$ cat src/rtl/kalman_filter_sm.sv
// kalman_filter_sm: scalar Kalman filter for the FOG sensor path.
// A free-running 22-cycle pass samples z/Q/R, predicts P, finds the gain K with a
// 17-step restoring divide, then updates the Q16.16 estimate x and the covariance P.
// Build option: define KALMAN_VALID_EN to add the o_valid output strobe.
module kalman_filter_sm #(
    parameter int unsigned MEAS_W  = 14,
    parameter int unsigned FRAC_W  = 16,
    parameter int unsigned DIV_CYC = 17
) (
    input  logic                     i_clk,
    input  logic                     i_rst,
    input  logic signed [MEAS_W-1:0] i_meas,
    input  logic        [31:0]       i_kal_Q,
    input  logic        [31:0]       i_kal_R,
    output logic signed [31:0]       x_out,
    output logic signed [31:0]       p_out
`ifdef KALMAN_VALID_EN
    ,
    output logic                     o_valid
`endif
);

    localparam int unsigned EW = 33;            // innovation width
    localparam int unsigned MW = DIV_CYC + EW;  // K * e product width
    localparam int unsigned NW = DIV_CYC + 32;  // K * Pp product width
    localparam int unsigned CW = $clog2(DIV_CYC);

    localparam logic [2:0] S_SAMPLE  = 3'd0;
    localparam logic [2:0] S_PREDICT = 3'd1;
    localparam logic [2:0] S_DIV     = 3'd2;
    localparam logic [2:0] S_MUL     = 3'd3;
    localparam logic [2:0] S_UPDATE  = 3'd4;
    localparam logic [2:0] S_OUT     = 3'd5;

    localparam logic signed [MW-1:0] RND_HALF = MW'(1) <<< (FRAC_W - 1);

    logic [2:0]               state_q, state_d;
    logic [CW-1:0]            cnt_q, cnt_d;
    logic signed [MEAS_W-1:0] z_q, z_d;
    logic [31:0]              q_q, q_d, r_q, r_d;
    logic [31:0]              pp_q, pp_d;
    logic [32:0]              d_q, d_d;
    logic [33:0]              rem_q, rem_d;
    logic [DIV_CYC-1:0]       k_q, k_d;
    logic signed [MW-1:0]     m_q, m_d;
    logic [NW-1:0]            n_q, n_d;
    logic signed [31:0]       x_q, x_d, p_q, p_d;
    logic signed [31:0]       xo_q, xo_d, po_q, po_d;

    // Predict: Pp = P + Q saturated to the positive 32-bit range, D = Pp + R.
    logic [32:0] pp_sum, d_sum;
    logic [31:0] pp_sat;
    assign pp_sum = {1'b0, p_q} + {1'b0, q_q};
    assign pp_sat = (pp_sum > 33'h0_7FFF_FFFF) ? 32'h7FFF_FFFF : pp_sum[31:0];
    assign d_sum  = {1'b0, pp_sat} + {1'b0, r_q};

    // Divide step: remainder starts at Pp, so the first compare yields the 2^16 bit.
    // D == 0 forces every quotient bit low, giving K = 0.
    logic        div_ge;
    logic [33:0] div_rem;
    assign div_ge  = (d_q != '0) && (rem_q >= {1'b0, d_q});
    assign div_rem = div_ge ? (rem_q - {1'b0, d_q}) : rem_q;

    // Innovation e = (z <<< 16) - x, widened operands for the signed K * e product.
    logic signed [EW-1:0] z_ext, x_ext, err;
    logic signed [MW-1:0] k_mx, e_mx;
    assign z_ext = {{(EW-MEAS_W-FRAC_W){z_q[MEAS_W-1]}}, z_q, {FRAC_W{1'b0}}};
    assign x_ext = {x_q[31], x_q};
    assign err   = z_ext - x_ext;
    assign k_mx  = {{(MW-DIV_CYC){1'b0}}, k_q};
    assign e_mx  = {{(MW-EW){err[EW-1]}}, err};

    // Update: round-half-up the correction, saturate x; P = Pp - (n >> 16) floored at 0.
    logic signed [MW-1:0] m_rnd, delta, x_sum;
    logic                 x_ovf;
    logic signed [31:0]   x_sat, p_new;
    logic [NW-1:0]        n_sh;
    assign m_rnd = m_q + RND_HALF;
    assign delta = m_rnd >>> FRAC_W;
    assign x_sum = {{(MW-32){x_q[31]}}, x_q} + delta;
    assign x_ovf = (x_sum[MW-1:31] != {(MW-31){x_sum[MW-1]}});
    assign x_sat = x_ovf ? (x_sum[MW-1] ? 32'sh8000_0000 : 32'sh7FFF_FFFF) : x_sum[31:0];
    assign n_sh  = n_q >> FRAC_W;
    assign p_new = (n_sh > {{(NW-32){1'b0}}, pp_q}) ? '0 : (pp_q - n_sh[31:0]);

    // Sequencer and per-state next-state values
    always_comb begin
        state_d = state_q;
        cnt_d   = cnt_q;
        z_d     = z_q;
        q_d     = q_q;
        r_d     = r_q;
        pp_d    = pp_q;
        d_d     = d_q;
        rem_d   = rem_q;
        k_d     = k_q;
        m_d     = m_q;
        n_d     = n_q;
        x_d     = x_q;
        p_d     = p_q;
        xo_d    = xo_q;
        po_d    = po_q;
        case (state_q)
            S_SAMPLE: begin
                z_d     = i_meas;
                q_d     = i_kal_Q;
                r_d     = i_kal_R;
                state_d = S_PREDICT;
            end
            S_PREDICT: begin
                pp_d    = pp_sat;
                d_d     = d_sum;
                rem_d   = {2'b00, pp_sat};
                k_d     = '0;
                cnt_d   = '0;
                state_d = S_DIV;
            end
            S_DIV: begin
                rem_d = div_rem << 1;
                k_d   = {k_q[DIV_CYC-2:0], div_ge};
                if (cnt_q == CW'(DIV_CYC - 1)) begin
                    state_d = S_MUL;
                end else begin
                    cnt_d = cnt_q + CW'(1);
                end
            end
            S_MUL: begin
                m_d     = k_mx * e_mx;
                n_d     = {{(NW-DIV_CYC){1'b0}}, k_q} * {{(NW-32){1'b0}}, pp_q};
                state_d = S_UPDATE;
            end
            S_UPDATE: begin
                x_d     = x_sat;
                p_d     = p_new;
                state_d = S_OUT;
            end
            S_OUT: begin
                xo_d    = x_q;
                po_d    = p_q;
                state_d = S_SAMPLE;
            end
            default: state_d = S_SAMPLE;
        endcase
    end

    // State registers; reset abandons any pass in flight
    always_ff @(posedge i_clk) begin
        if (i_rst) begin
            state_q <= S_SAMPLE;
            cnt_q   <= '0;
            z_q     <= '0;
            q_q     <= '0;
            r_q     <= '0;
            pp_q    <= '0;
            d_q     <= '0;
            rem_q   <= '0;
            k_q     <= '0;
            m_q     <= '0;
            n_q     <= '0;
            x_q     <= '0;
            p_q     <= '0;
            xo_q    <= '0;
            po_q    <= '0;
        end else begin
            state_q <= state_d;
            cnt_q   <= cnt_d;
            z_q     <= z_d;
            q_q     <= q_d;
            r_q     <= r_d;
            pp_q    <= pp_d;
            d_q     <= d_d;
            rem_q   <= rem_d;
            k_q     <= k_d;
            m_q     <= m_d;
            n_q     <= n_d;
            x_q     <= x_d;
            p_q     <= p_d;
            xo_q    <= xo_d;
            po_q    <= po_d;
        end
    end

    assign x_out = xo_q;
    assign p_out = po_q;

`ifdef KALMAN_VALID_EN
    logic valid_q;

    // One-cycle strobe in the cycle right after x_out/p_out load
    always_ff @(posedge i_clk) begin
        if (i_rst) begin
            valid_q <= 1'b0;
        end else begin
            valid_q <= (state_q == S_OUT);
        end
    end

    assign o_valid = valid_q;
`endif

endmodule

$ cat config.mk
export PLATFORM = sky130hd
export DESIGN_NAME = kalman_filter_sm
export DESIGN_NICKNAME = d
export VERILOG_FILES = /design/src/rtl/kalman_filter_sm.sv
export SDC_FILE = /design/constraint.sdc
export NUM_CORES = 2
export LEC_CHECK = 0
export BUFFER_PORTS_ARGS = -buffer_cell sky130_fd_sc_hd__buf_2
export CAP_MARGIN = 20
export CORE_MARGIN = 2
export CORE_UTILIZATION = 60
export DETAILED_ROUTE_END_ITERATION = 12
export HOLD_SLACK_MARGIN = 0.05
export PLACE_DENSITY = 0.77
export SYNTH_ARGS = -nofsm -noshare
export SYNTH_HDL_FRONTEND = slang
export SYNTH_SLANG_ARGS = --single-unit
$ cat constraint.sdc
create_clock -name i_clk -period 10.8 [get_ports i_clk]
set_input_delay 2.16 -clock i_clk [delete_from_list [all_inputs] [get_ports i_clk]]
set_output_delay 2.16 -clock i_clk [all_outputs]
set_load 0.02 [all_outputs]
==> results.md <==
* HP Start: d_q[17]$_SDFFE_PP0P_
* Synth area leader: fa_1
* CP bufs+invs at 5
* Detailed placer's ending HPWL at 133,000 um
* Clock latency on the worst-skew pair at 620 ps
* Clock skew at 45.3 ps
* Root Driver: clkbuf_16
* Fraction of registers with async set/reset at 0%
* Setup crit start kind: flip-flop
* Gp weighted congestion at 0.960
* Hold Path Stages at 2
* Postcts setup bufs at 0
* Vias/cell at 5.79
* Synthesis-to-layout area growth at 5.59%
* EDFF count, synth at 0
* DR vias at 48.8k
* Clk sinks at 398
* Post-DR wirelength/cell at 19.9 um
* Synth cell types at 81
* Least-Margin Pin Slew at 1140 ps
* Top Layer Used: met4
* CP max FO at 17
* Wire length of the first global-routing pass at 271,000 um
* Initial antenna violation count at 2
* CP dominant cell by count: fa_1
* Final instance area at 0.0628 mm^2
* Kind of critical path: reg -> reg
* Setup tns final at 0 ps
* Placed instance count at 8,344
* Antenna viol nets, final at 0
* Die width at 319 um
* Post-route DRC violation count at 0
* Reg-to-reg startpoint: x_q[7]$_SDFFE_PP0P_
* TritonCTS clock tree: done
* Final Hold Viols at 0
* Sequential Area at 0.00799 mm^2
* Port bufs at 143
* Post-CTS Resized at 0
* H-tree levels at 2
* Max-slew violation count at 0
* Drt first pass iters at 5
* Fin cells at 8,429
* Fillers at 8,446
* R2r worst-path depth at 34
* Synth Instances at 7,182
* Total track usage at 33.7%
* Starting Density at 60.5%
* Leakage at 30.0 nW
* Worst-path clk slew at 60 ps
* Largest net degree at the start of global routing at 101
* Clk buf depth at 3
* Sequential area share after synthesis at 13.4%
* Most common cell in the netlist: nand2_1
* WL met3 at 12,100 um
* CTS hold repair buffers at 0
* Worst EP required at 11,260 ps
* Fin nets at 8,609
* Met2 Wirelength at 81,100 um
* Worst Hold Class: reg -> reg
* Die Y at 319 um
* Crit-path max cell delay at 550 ps
* Routed WL at 168,000 um
* Instance count on the critical path at 34
* Tmin final at 8990 ps
* Top_reg_cell synth: dfxtp_1
* Period utilization at 83.2%
* CP startpoint: x_q[7]$_SDFFE_PP0P_
* Die area at 0.102 mm^2
* RSZ-0062 raised after global routing: no
* Status: complete, no violations
* Synth top cells by count: nand2_1, inv_1, fa_1, a21oi_1, ha_1
* Core area at 0.0983 mm^2
* Critical Path AT at 9450 ps
* Wl on met1 at 66,500 um
* Number of synthesized register bits at 398
* Syn nets at 8,685
* Setup violations, final at 0
* MaxCap Viol Count at 0
* Worst vdd ir at 0.000281 V
* Share of the synthesized area in the top cell type at 32.8%
* Slowest cell on crit path: nor4_1
* Main area contributors after synthesis: fa_1, dfxtp_1, ha_1
* Fmax achieved at 0.111 GHz
* Mapped Area at 0.0594 mm^2
* Placed cell areas at 0.0612 mm^2
* Areal power density over the cells at 118 mW/mm^2
* Yosys warns at 0
* Critical path's top delay family: adder cells
* Via count of the first global-routing pass at 50.5k
* Syn Area/Cell at 8.28 um^2
* Num CTS Buffers at 46
* Multi-input gate area at 0.0454 mm^2
* Worst Setup End Kind: flip-flop
* Row count at 115
* Total grt overflow at 0
* Top-Level Pins at 144
* DR iter-0 viols at 3,935
* Share of cells above drive strength 1 at 5.24%
* Relative slew slack at 23.8%
path summary, 6_finish.rpt:
path / to / slack (ps)
worst min register to register: d_q[17]$_SDFFE_PP0P_ / 450
worst min-delay path: d_q[17]$_SDFFE_PP0P_ / 450
worst max register to register: m_q[48]$_SDFFE_PP0N_ / 1810
worst max-delay path: m_q[48]$_SDFFE_PP0N_ / 1810
report_power, final:
group / total, mW / internal, mW / leakage [nW] / switching, mW
clock: 1.58 / 0.904 / 0.740 / 0.678
combinational: 3.96 / 1.43 / 26.0 / 2.54
sequential: 1.85 / 1.62 / 3.24 / 0.227
routing by layer:
metal,vias to the layer above,track usage [%]
li1,22300,-
met1,24300,42.9
met2,1793,57.4
met3,401,4.59
met4,0,14.7
met5,-,0
worst min-delay path, delay by kind of cell, from the launching register on:
kind / cells / cell delay, ps
flops: 1 / 310
compound gates: 1 / 50
simple gates: 1 / 50
stage by stage:
stage	power, mW	hold WS, ps	setup WS, ps	utilization [%]
floorplan	4.60	425	2700	-
global placement	5.70	439	1960	62.3
detailed placement	5.74	444	1860	62.3
CTS	7.33	453	1810	63.8
global route	7.84	470	1120	63.9
finish	7.40	451	1810	63.9
sequential cells by signal (all words and copies together) (netlist names):
name	cells
m_q	35
rem_q	34
d_q	33
n_q	33
p_out	32
p_q	32
pp_q	32
q_q	32
r_q	32
x_out	32
x_q	32
k_q	17
z_q	14
cnt_q	5
state_q	3
cell type report:
class	count	area share (%)
antenna	2	0.00797
clock buffer	65	2.11
clock inverter	17	0.293
inverter	1243	7.43
multi-input combinational	5172	72.4
sequential	398	12.7
tap	1287	2.57
timing repair buffer	245	2.45
cells in the final DEF (no fill, tap or decap), types with 32 or more instances in the layout:
master     synthesis  layout
xnor2_1          178     177
a22oi_1           88      88
nor2_1           242     239
clkbuf_16          0      46
nand4_1           34      34
buf_4              2      97
o21ai_0          166     165
inv_1           1242    1242
nand3_1           39      39
nand2_1         1336    1336
nand2b_1          39      39
fa_1             974     974
ha_1             449     449
buf_2              8     142
dfxtp_1          398     381
a211oi_1          61      61
a21oi_1          459     459
a21o_1           133     133
and2_1           381     382
and3_1            41      41
xor2_1           107     107
o21a_1            32      32
nor3_1            51      50
cell families after synthesis:
group | synth area share [%]
AOI/OAI and AO/OA | 12.2
xor gates and xnor gates | 4.20
adders and majority gates | 42.3
buffers and inverters | 10.2
DFF | 13.4
muxes | 0.259
other | 0.00631
and+or+nand+nor | 17.4
Power figures use the tool's default switching activity.
